==> src/rtl/pc_gen.sv <==
// pc_gen: fetch-stage program-counter generator.
// Drives the fetch address to instruction memory under a valid/ready handshake.
// The next PC is chosen with this priority: trap, redirect, return-stack pop,
// sequential. A small circular return-address stack predicts return targets.
// A redirect to a misaligned target is sent to the trap handler instead, and
// misalign_err pulses for one cycle.
module pc_gen #(
  parameter int unsigned          XLEN         = 32,
  parameter logic [XLEN-1:0]      RESET_VECTOR = '0,
  parameter int unsigned          INSTR_BYTES  = 4,
  parameter int unsigned          RAS_DEPTH    = 4
) (
  input  logic            sys_clk,
  input  logic            sys_rst,
  input  logic            stall,
  input  logic            fetch_ready,
  output logic            fetch_valid,
  input  logic            redirect_valid,
  input  logic [XLEN-1:0] redirect_target,
  input  logic            trap_valid,
  input  logic [XLEN-1:0] trap_base,
  input  logic            call_push,
  input  logic            ret_pop,
  output logic [XLEN-1:0] current_pc,
  output logic [XLEN-1:0] next_pc,
  output logic            misalign_err,
  output logic            ras_empty,
  output logic            ras_full
);

  localparam int unsigned LSB = $clog2(INSTR_BYTES);
  localparam int unsigned PW  = $clog2(RAS_DEPTH);
  localparam int unsigned CW  = PW + 1;

  localparam logic [XLEN-1:0] STEP       = XLEN'(INSTR_BYTES);
  localparam logic [XLEN-1:0] ALIGN_MASK = ~(STEP - XLEN'(1));
  localparam logic [CW-1:0]   RAS_MAX    = CW'(RAS_DEPTH);

  localparam logic [0:0] S_BOOT  = 1'b0;
  localparam logic [0:0] S_FETCH = 1'b1;

  logic [0:0]      r_state;
  logic [XLEN-1:0] r_pc;
  logic            r_misalign;
  logic [PW-1:0]   r_wptr;
  logic [CW-1:0]   r_count;
  logic [XLEN-1:0] r_ras [RAS_DEPTH];

  logic            w_fetch;
  logic            w_fire;
  logic            w_override;
  logic            w_misaligned;
  logic            w_push;
  logic            w_pop;
  logic [PW-1:0]   w_top_idx;
  logic [XLEN-1:0] w_ras_top;
  logic [XLEN-1:0] w_trap_pc;
  logic [XLEN-1:0] w_next_seq;
  logic [XLEN-1:0] w_pc_d;

  assign w_fetch      = (r_state == S_FETCH);
  assign w_fire       = w_fetch & fetch_ready & ~stall;
  assign w_override   = w_fetch & (trap_valid | redirect_valid);
  assign w_misaligned = |redirect_target[LSB-1:0];
  assign w_trap_pc    = trap_base & ALIGN_MASK;
  assign w_next_seq   = r_pc + STEP;

  // Top of stack sits one slot below the write pointer.
  assign w_top_idx = r_wptr - PW'(1);
  assign w_ras_top = r_ras[w_top_idx];

  assign w_push = w_fire & call_push & ~w_override;
  assign w_pop  = w_fire & ret_pop & ~ras_empty & ~w_override;

  assign fetch_valid  = w_fetch;
  assign current_pc   = r_pc;
  assign next_pc      = w_next_seq;
  assign misalign_err = r_misalign;
  assign ras_empty    = (r_count == '0);
  assign ras_full     = (r_count == RAS_MAX);

  // Next-PC selection by priority.
  always_comb begin
    w_pc_d = r_pc;
    if (w_fetch) begin
      if (trap_valid)
        w_pc_d = w_trap_pc;
      else if (redirect_valid)
        w_pc_d = w_misaligned ? w_trap_pc : redirect_target;
      else if (w_pop)
        w_pc_d = w_ras_top;
      else if (w_fire)
        w_pc_d = w_next_seq;
    end
  end

  // State, PC, misalign pulse and stack bookkeeping.
  always_ff @(posedge sys_clk or negedge sys_rst) begin
    if (!sys_rst) begin
      r_state    <= S_BOOT;
      r_pc       <= RESET_VECTOR;
      r_misalign <= 1'b0;
      r_wptr     <= '0;
      r_count    <= '0;
    end else begin
      r_state    <= S_FETCH;
      r_pc       <= w_pc_d;
      r_misalign <= w_fetch & ~trap_valid & redirect_valid & w_misaligned;
      // A push and pop on the same fire replaces the top in place, so the
      // pointer and count only move when exactly one of them happens.
      if (w_push && !w_pop) begin
        r_wptr <= r_wptr + PW'(1);
        if (r_count != RAS_MAX)
          r_count <= r_count + CW'(1);
      end else if (w_pop && !w_push) begin
        r_wptr  <= w_top_idx;
        r_count <= r_count - CW'(1);
      end
    end
  end

  // Stack storage; a push onto a full stack wraps onto the oldest entry.
  always_ff @(posedge sys_clk) begin
    if (w_push && w_pop)
      r_ras[w_top_idx] <= w_next_seq;
    else if (w_push)
      r_ras[r_wptr] <= w_next_seq;
  end

endmodule

==> config.mk <==
export PLATFORM = sky130hd
export DESIGN_NAME = pc_gen
export DESIGN_NICKNAME = d
export VERILOG_FILES = /design/src/rtl/pc_gen.sv
export SDC_FILE = /design/constraint.sdc
export NUM_CORES = 1
export LEC_CHECK = 0
export ABC_CLOCK_PERIOD_IN_PS = 9600
export BUFFER_PORTS_ARGS = -buffer_cell sky130_fd_sc_hd__buf_2
export CAP_MARGIN = 30
export CELL_PAD_IN_SITES_DETAIL_PLACEMENT = 1
export CELL_PAD_IN_SITES_GLOBAL_PLACEMENT = 2
export CORE_UTILIZATION = 40
export CTS_BUF_LIST = sky130_fd_sc_hd__clkbuf_8 sky130_fd_sc_hd__clkbuf_16
export DETAILED_ROUTE_END_ITERATION = 6
export HOLD_SLACK_MARGIN = 0.06
export PLACE_DENSITY_LB_ADDON = 0.1
export SETUP_SLACK_MARGIN = 0.2
export SLEW_MARGIN = 0
export SYNTH_ARGS = -nofsm -noshare
export SYNTH_HDL_FRONTEND = slang
export SYNTH_SLANG_ARGS = --single-unit
==> constraint.sdc <==
create_clock -name sys_clk -period 9.6 [get_ports sys_clk]
set_input_delay 0.48 -clock sys_clk [delete_from_list [all_inputs] [get_ports sys_clk]]
set_output_delay 0.48 -clock sys_clk [all_outputs]
set_load 0.01 [all_outputs]
==> impl_results.md, run 1 <==
- Fmax: ~260 MHz
- Number of global-route vias before repair: 6474
- Async SR Flop Fraction: a little under a quarter
- Antenna diode count: 0
- RSZ-0062 raised after global routing: no
- Die span in x: about 150 um
- Via count: approximately 6100
- Met2 WL: 12900 um
- Post-DR wirelength/cell: 24.5 um
- Via density: 5.88
- # resized after CTS: 0
- Mapped cell area: 8260 um^2
- Yosys top cell area share: roughly 47%
- Wl on met1: between 10000 and 15000 um
- CTS tree: yes
- Max-Cap Viols: 0
- Final global-route overflow total: 0
- Share of layout cells above drive strength 1: 34.0%
- 1st-pass router iterations: 5
- Maximum clock insertion buffer count: 2
- First-pass GRT wire length: ~39000 um
- TritonCTS buffer count: 17
- Commonest cells in the netlist: edfxtp_1 (128), nand2_1 (59), dfrtp_1 (39), mux4_2 (32), nor2_1 (32)
- Total leakage power: 3.63 nW
- Reg power frac: between 40% and 50%
- DP HPWL: roughly 17000 um
- Synth unique cells: 74
- CP Max Fanout: 35
- Worst Max-Slew Pin Slew: between 0.7 and 0.8 ns
- Core area: slightly above 20000 um^2
- DR iter-0 viols: roughly 430
- VDD IR max: 0.000114 V
- Final Power: about 0.0021 W
- Clock network fraction of total power: around a third
- Part of the Yosys area used for sequential elements: 58.4%
- Hold Path Class: in2async
- Psw: approximately 0.00065 W
- WS Path Type: reg2reg
- Combinational share of power: between 20% and 30%
- Most used cell, CP: ha_1
- Die area: around 21000 um^2
- Switching part of the total: between 30% and 40%
- EDFF count, synth: roughly 130
- #FFs+latches synth: roughly 170
- Data arrival time of the worst path: slightly below 4 ns
- H-tree depth: 4
- Die Y: between 100 and 150 um
- Filler cells: 2116
- Fin crit share: between 30 and 40%
- Synthesized net count: about 700
- Status: finished clean
- Slew Limit Fails: 0
- Fin nets: a little over 800
- Critical Path RT: about 9.7 ns
- Ys Warns: 0
- Crit-path max cell delay: between 0.7 and 0.8 ns
- Most frequent cell after synthesis: edfxtp_1
- Initial core utilization: approximately two fifths
- Post-synth top flop: edfxtp_1
- Antenna Nets Post-Route: 0
- DR DRC count: 0
- Largest net degree at the start of global routing: between 50 and 60
- Gate Count Post-Synth: about 630
- P&R area growth vs syn: 18.1%
- Setup Fix Bufs, Post-CTS: 0
- Max layer used: met4
- Io pins: 140
- CP max-delay cell: dfrtp_1
- Clk_skew: approximately 0.013 ns
- Tot GR Track Use: between 20% and 30%
- Gpl congestion: 0.761
- Power per cell area: roughly 210 nW/um^2
- Worst Setup End Kind: register
- Wirelength, routed: approximately 25000 um
- Hold slack final: around 0.15 ns
- Hold Buf Count CTS: 0
- Relative slew slack: 50.0%
- Clk root buf: clkbuf_16
- Final setup TNS: 0 ns
- Clock-pin transition on the worst setup and hold timing paths: about 0.070 ns
- Setup crit start kind: register
- Dominant cell type by area after synthesis: edfxtp_1
- Initial antenna violation count: 0
- Cell Rows: 52
- Setup violators final: 0
- Clk_lat worst skew: 0.44 ns
- Final hold viol count: 0
- Clock sinks: approximately 170
- Power Internal: 0.00143 W
- Post-Syn Area per Cell: 13.2 um^2
- Synth area leaders: edfxtp_1 (47%), dfrtp_1 (12%), mux4_2 (8.7%), nand2_1 (2.7%), xnor2_1 (2.3%)
- Crit path time final: 3.78 ns
- Met3 WL: approximately 1100 um
- Port bufs: ~140
- Critical-path cell list: and4_4 -> inv_2 -> ha_1 -> inv_1 -> ha_1 -> nor3_2 -> buf_4
-- cell type report --
class | count | area (um^2) | area share (%)
sequential | 167 | 4820 | 49.4
multi-input combinational | 397 | 3160 | 32.4
timing repair buffer | 151 | 798 | 8.19
clock buffer | 17 | 425 | 4.36
tap | 270 | 338 | 3.46
clock inverter | 15 | 143 | 1.46
inverter | 18 | 67.6 | 0.693
-- cell usage in the layout, fill, tap and decap left out, types with 7 or more instances in the layout --
master,Yosys,routed
mux4_2,32,32
o22ai_1,8,8
o31ai_1,8,8
buf_2,15,137
and3_1,7,7
nand4_1,13,13
a31o_2,7,7
inv_1,17,17
nand3_1,19,19
edfxtp_1,128,128
clkbuf_16,0,17
a221oi_1,10,10
o21ai_0,19,19
nor2_1,32,30
nand2b_1,9,9
xnor2_1,22,22
xor2_1,8,8
nand2_1,59,59
a21oi_1,21,21
dfrtp_1,39,38
buf_4,4,13
nor3_1,11,10
mux2_2,11,11
a22o_1,8,8
-- path summary, 6_finish.rpt --
kind	startpoint	to	slack, ns	cells after the start
max	fetch_valid	r_ras[3][19]	5.82	7
min	sys_rst	current_pc[29]	0.15	2
max reg2reg	fetch_valid	r_ras[3][19]	5.82	7
min reg2reg	r_count[2]	r_count[2]	0.53	1
max in group asynchronous	sys_rst	r_wptr[0]	8.99	2
min in group sys_clk	trap_base[2]	current_pc[2]	0.32	3
-- logic make-up after synthesis --
group	share of synthesized area (%)
adder cells (fa/ha/maj)	0.909
flip-flops	58.4
multiplexers	10.6
AO/OA/AOI/OAI	12.5
XOR/XNOR	3.18
AND/OR/NAND/NOR	10.8
buffers and inverters	3.59
other	0.0454
-- stage by stage --
step	instances	util, %	setup WS, ns	area [um^2]
global placement	1002	45.3	5.44	9170
floorplan	626	-	4.71	8260
detailed placement	1003	45.4	5.37	9180
finish	1035	48.2	5.82	9750
global route	1035	48.2	5.65	9750
CTS	1035	48.2	5.76	9750
-- per-layer routing --
metal | vias up | global-route usage [%]
met5 | - | 0
met4 | 0 | 7.21
met3 | 30 | 4.48
met2 | 194 | 42.0
met1 | 3164 | 32.6
li1 | 2700 | -
-- critical path: cells and delay by family (launching register included) --
family / cells / cell delay [ns]
adders and majority gates: 2 / 0.65
buffers and inverters: 3 / 1.01
DFF: 1 / 0.76
and+or+nand+nor: 2 / 0.95
-- power by group through the flow --
stage                     logic (W)  registers, W  clock network [W]
after floorplan            0.000367      0.000894                  0
after global placement     0.000502      0.000918                  0
after detailed placement   0.000517      0.000920                  0
after CTS                  0.000520      0.000905           0.000682
after global routing       0.000556      0.000912           0.000707
final                      0.000511      0.000906           0.000666
-- sequential cells by signal (all words and copies together) (netlist names) --
signal and cells:
current_pc 32, r_wptr 2, misalign_err 1, r_count 3, fetch_valid 1, r_ras 128
Power figures use the tool's default switching activity.
==> run 2, diff against run 1 <==
Settings changed: ABC_AREA set to 1, ABC_CLOCK_PERIOD_IN_PS 9600 to 3500, CORE_UTILIZATION 40 to 34.
Clock period 9.6 ns to 3.5 ns, I/O delays scaled along.
==> impl_results.md, run 2 <==
- Status: finished clean
- Via count: 7446
- Placement Setup Slack: ~0.53 ns
- Worst r2r dst: r_ras[0][18]
- Reg2reg setup slack: 0.56 ns
- Async SR Flop Fraction: a little under a quarter
- Main combinational cell family by area after synthesis: simple AND/OR/NAND/NOR gates
- Final setup TNS: 0 ns
- Clock sinks: between 150 and 200
- 1st-pass router iterations: 4
- Initial antenna violation count: 0
- Part of the Yosys area used for sequential elements: between 50% and 60%
- Total leakage power: roughly 4.8 nW
- Crit-path max cell delay: 0.54 ns
- Dominant cell type by area after synthesis: edfxtp_1
- Gpl congestion: 0.771
- Worst R2R Path Depth: 11
- Commonest cells in the netlist: nand2_1 (406), nor2_1 (174), edfxtp_1 (128), o21ai_0 (77), inv_1 (69)
- Die Y: around 160 um
- #FFs+latches synth: between 150 and 200
- Post-DR wirelength/cell: 17.6 um
- CP max-delay cell: dlygate4sd3_1
- Gate Count Post-Synth: between 1000 and 1500
- Clk root buf: clkbuf_16
- CTS tree: yes
- Initial core utilization: between 30% and 40%
- Finished Layout Cells: roughly 1600
- Switching part of the total: 36.4%
- Maximum clock insertion buffer count: 2
- Sequential Area: approximately 4800 um^2
- Critical path capture point: r_ras[0][18]
- Tot GR Track Use: between 20% and 30%
- Die area: 26900 um^2
- EDFF count, synth: 128
- Synth unique cells: 34
- Critical-path cell list: dlygate4sd3_1 -> buf_2 -> nor2_4 -> nor2_1 -> inv_1 -> nand3_1 -> buf_4 -> inv_1 -> ha_1 -> inv_1 -> ha_1 -> inv_1 -> nor3_4 -> buf_12
- Relative slew slack: between 40% and 50%
- Dpl cells: between 1500 and 2000
- Post-synthesis adder-cell area fraction: less than 1%
- DR DRC count: 0
- Critical Path Source: trap_valid
- H-tree depth: 4
- Clk_skew: 0.0172 ns
- Most frequent cell after synthesis: nand2_1
- Cell area after placement: 9970 um^2
- Hold slack final: between 0.09 and 0.1 ns
- Largest register FFs: between 100 and 150
- DP HPWL: slightly below 20000 um
- Fin nets: between 1000 and 1500
- Final WS setup: 0.445 ns
- Clock network fraction of total power: a little under a third
- Antenna Nets Post-Route: 0
- Simple-Gate Fraction of Synth Area: a little under a third
- Xor-xnor portion of the synthesized cell area: roughly 1.2%
- Cell Rows: a little under 60
- Psw: 0.00223 W
- Filler cells: 3124
- Biggest register: r_ras
- Fin crit share: 87.3%
- Post-synth top flop: edfxtp_1
- Ys Warns: 0
- Largest net degree at the start of global routing: 52
- Port bufs: around 140
- TritonCTS buffer count: 17
- VDD IR max: between 0.0003 and 0.0004 V
- Hold Path Class: in2reg
- R2R Path Start: fetch_valid
- Worst Max-Slew Pin Slew: 0.769 ns
- Die span in x: ~160 um
- # resized after CTS: 0
- Antenna diode count: 0
- Post-Syn Area per Cell: 8.20 um^2
- DR iter-0 viols: approximately 330
- Post-Layout Inst Area: ~11000 um^2
- Clock-pin transition on the worst setup and hold timing paths: roughly 0.080 ns
- Power Internal: slightly below 0.004 W
- Io pins: 140
- Area of the multi-input gates: roughly 3600 um^2
- Power per cell area: between 500 and 600 nW/um^2
- Synth area leaders: edfxtp_1 (43%), nand2_1 (17%), dfrtp_1 (11%), nor2_1 (7.3%), o21ai_0 (4.3%)
- Setup violators final: 0
- Slew Limit Fails: 0
- RSZ-0062 raised after global routing: no
- Reg power frac: around two fifths
- Data arrival time of the worst path: between 3 and 4 ns
- Fmax: about 330 MHz
- Crit path time final: 3.05 ns
- Mapped cell area: around 8900 um^2
- Setup crit start kind: input port
- Wirelength, routed: 27400 um
- Number of global-route vias before repair: ~7300
- Most frequent cells in the layout: nand2_1 (406), nor2_1 (172), buf_2 (137)
- Combinational share of power: between 20% and 30%
- Yosys top cell area share: a little over two fifths
- Via density: around 4.8
- Worst Setup End Kind: register
- Most used cell, CP: inv_1
- Final global-route overflow total: 0
- P&R area growth vs syn: 18.6%
- Synthesized net count: approximately 1200
- Share of layout cells above drive strength 1: ~18%
- Compound-cell area share of the yosys netlist: 6.75%
- Portion of netlist area occupied by mux cells: 0%
- First-pass GRT wire length: around 43000 um
- CP Max Fanout: 29
- Clk_lat worst skew: between 0.4 and 0.5 ns
- Critical Path RT: between 3 and 4 ns
- WS Path Type: in2reg
- Core area: ~25000 um^2
- Commonest non-fill, non-tap cell in the layout: nand2_1
- Final hold viol count: 0
- Max-Cap Viols: 0
==> run 2: cell count changes after synthesis, sizes merged, moves of 11 or more <==
cell    change
xnor2      -17
inv        +54
mux4       -32
mux2       -11
o21ai      +70
nor2      +151
a221oi     -16
nand2     +356
nand3      +36
nand4      -13
==> run 2: kinds of logic (layout without fill, tap and decap cells) <==
| group | count (synthesis) | count (layout) |
|---|---|---|
| and+or+nand+nor | 667 | 667 |
| AOI/OAI and AO/OA | 114 | 114 |
| xor gates and xnor gates | 12 | 12 |
| DFF | 167 | 167 |
| other | 1 | 1 |
| adders and majority gates | 6 | 6 |
| buffers and inverters | 121 | 262 |
==> run 2: critical path, delay by kind of cell <==
kind | cells | cell delay, ns
simple gates | 4 | 0.69
buf+inv | 8 | 1.53
fa+ha+maj | 2 | 0.75
==> run 2: how the worst min path moves through the flow <==
| stage | slack [ns] | to | startpoint | depth (start not counted) |
|---|---|---|---|---|
| 2_1_floorplan | -0.12 | current_pc[0] | sys_rst | 0 |
| 3_3_place_gp | 0.40 | r_count[2] | sys_rst | 1 |
| 3_5_place_dp | 0.04 | current_pc[0] | sys_rst | 1 |
| 4_1_cts | 0.08 | current_pc[31] | trap_base[31] | 5 |
| 5_1_grt | 0.10 | current_pc[31] | trap_base[31] | 5 |
| 6_report | 0.09 | current_pc[7] | trap_base[7] | 5 |
==> run 2: per-stage QoR <==
stage / total power, W / util, %
2_1_floorplan: 0.00367 / -
3_3_place_gp: 0.00425 / 39.0
3_5_place_dp: 0.00429 / 39.1
4_1_cts: 0.00621 / 41.5
5_1_grt: 0.00649 / 41.5
6_report: 0.00613 / 41.5
==> run 2: per-layer routing <==
layer | GRT usage (%) | vias up | share of wire [%]
met5 | 0 | - | 0
li1 | - | 3762 | -
met1 | 33.1 | 3519 | 53
met3 | 3.06 | 15 | 3.6
met4 | 5.05 | 0 | 1.0
met2 | 31.1 | 150 | 42
==> run 2: area by class of cell <==
cell class | instances | share of cell area, %
flip-flops and latches | 167 | 45.6
clock buffers | 17 | 4.02
well taps | 330 | 3.90
clock inverters | 15 | 1.58
repair buffers | 158 | 8.44
multi-input cells | 800 | 33.9
inverters | 72 | 2.63
==> run 2: power groups by stage <==
stage	registers [W]	clock network (W)	logic [W]
3_5_place_dp	0.00254	0	0.00176
6_report	0.00249	0.00191	0.00173
2_1_floorplan	0.00250	0	0.00117
5_1_grt	0.00251	0.00203	0.00195
4_1_cts	0.00249	0.00195	0.00176
3_3_place_gp	0.00253	0	0.00172
==> run 2: timing repair <==
item | CTS | global route
hold buffers | 2 | 0
hold endpoints to repair | 40 | 0
setup buffers | 0 | 0
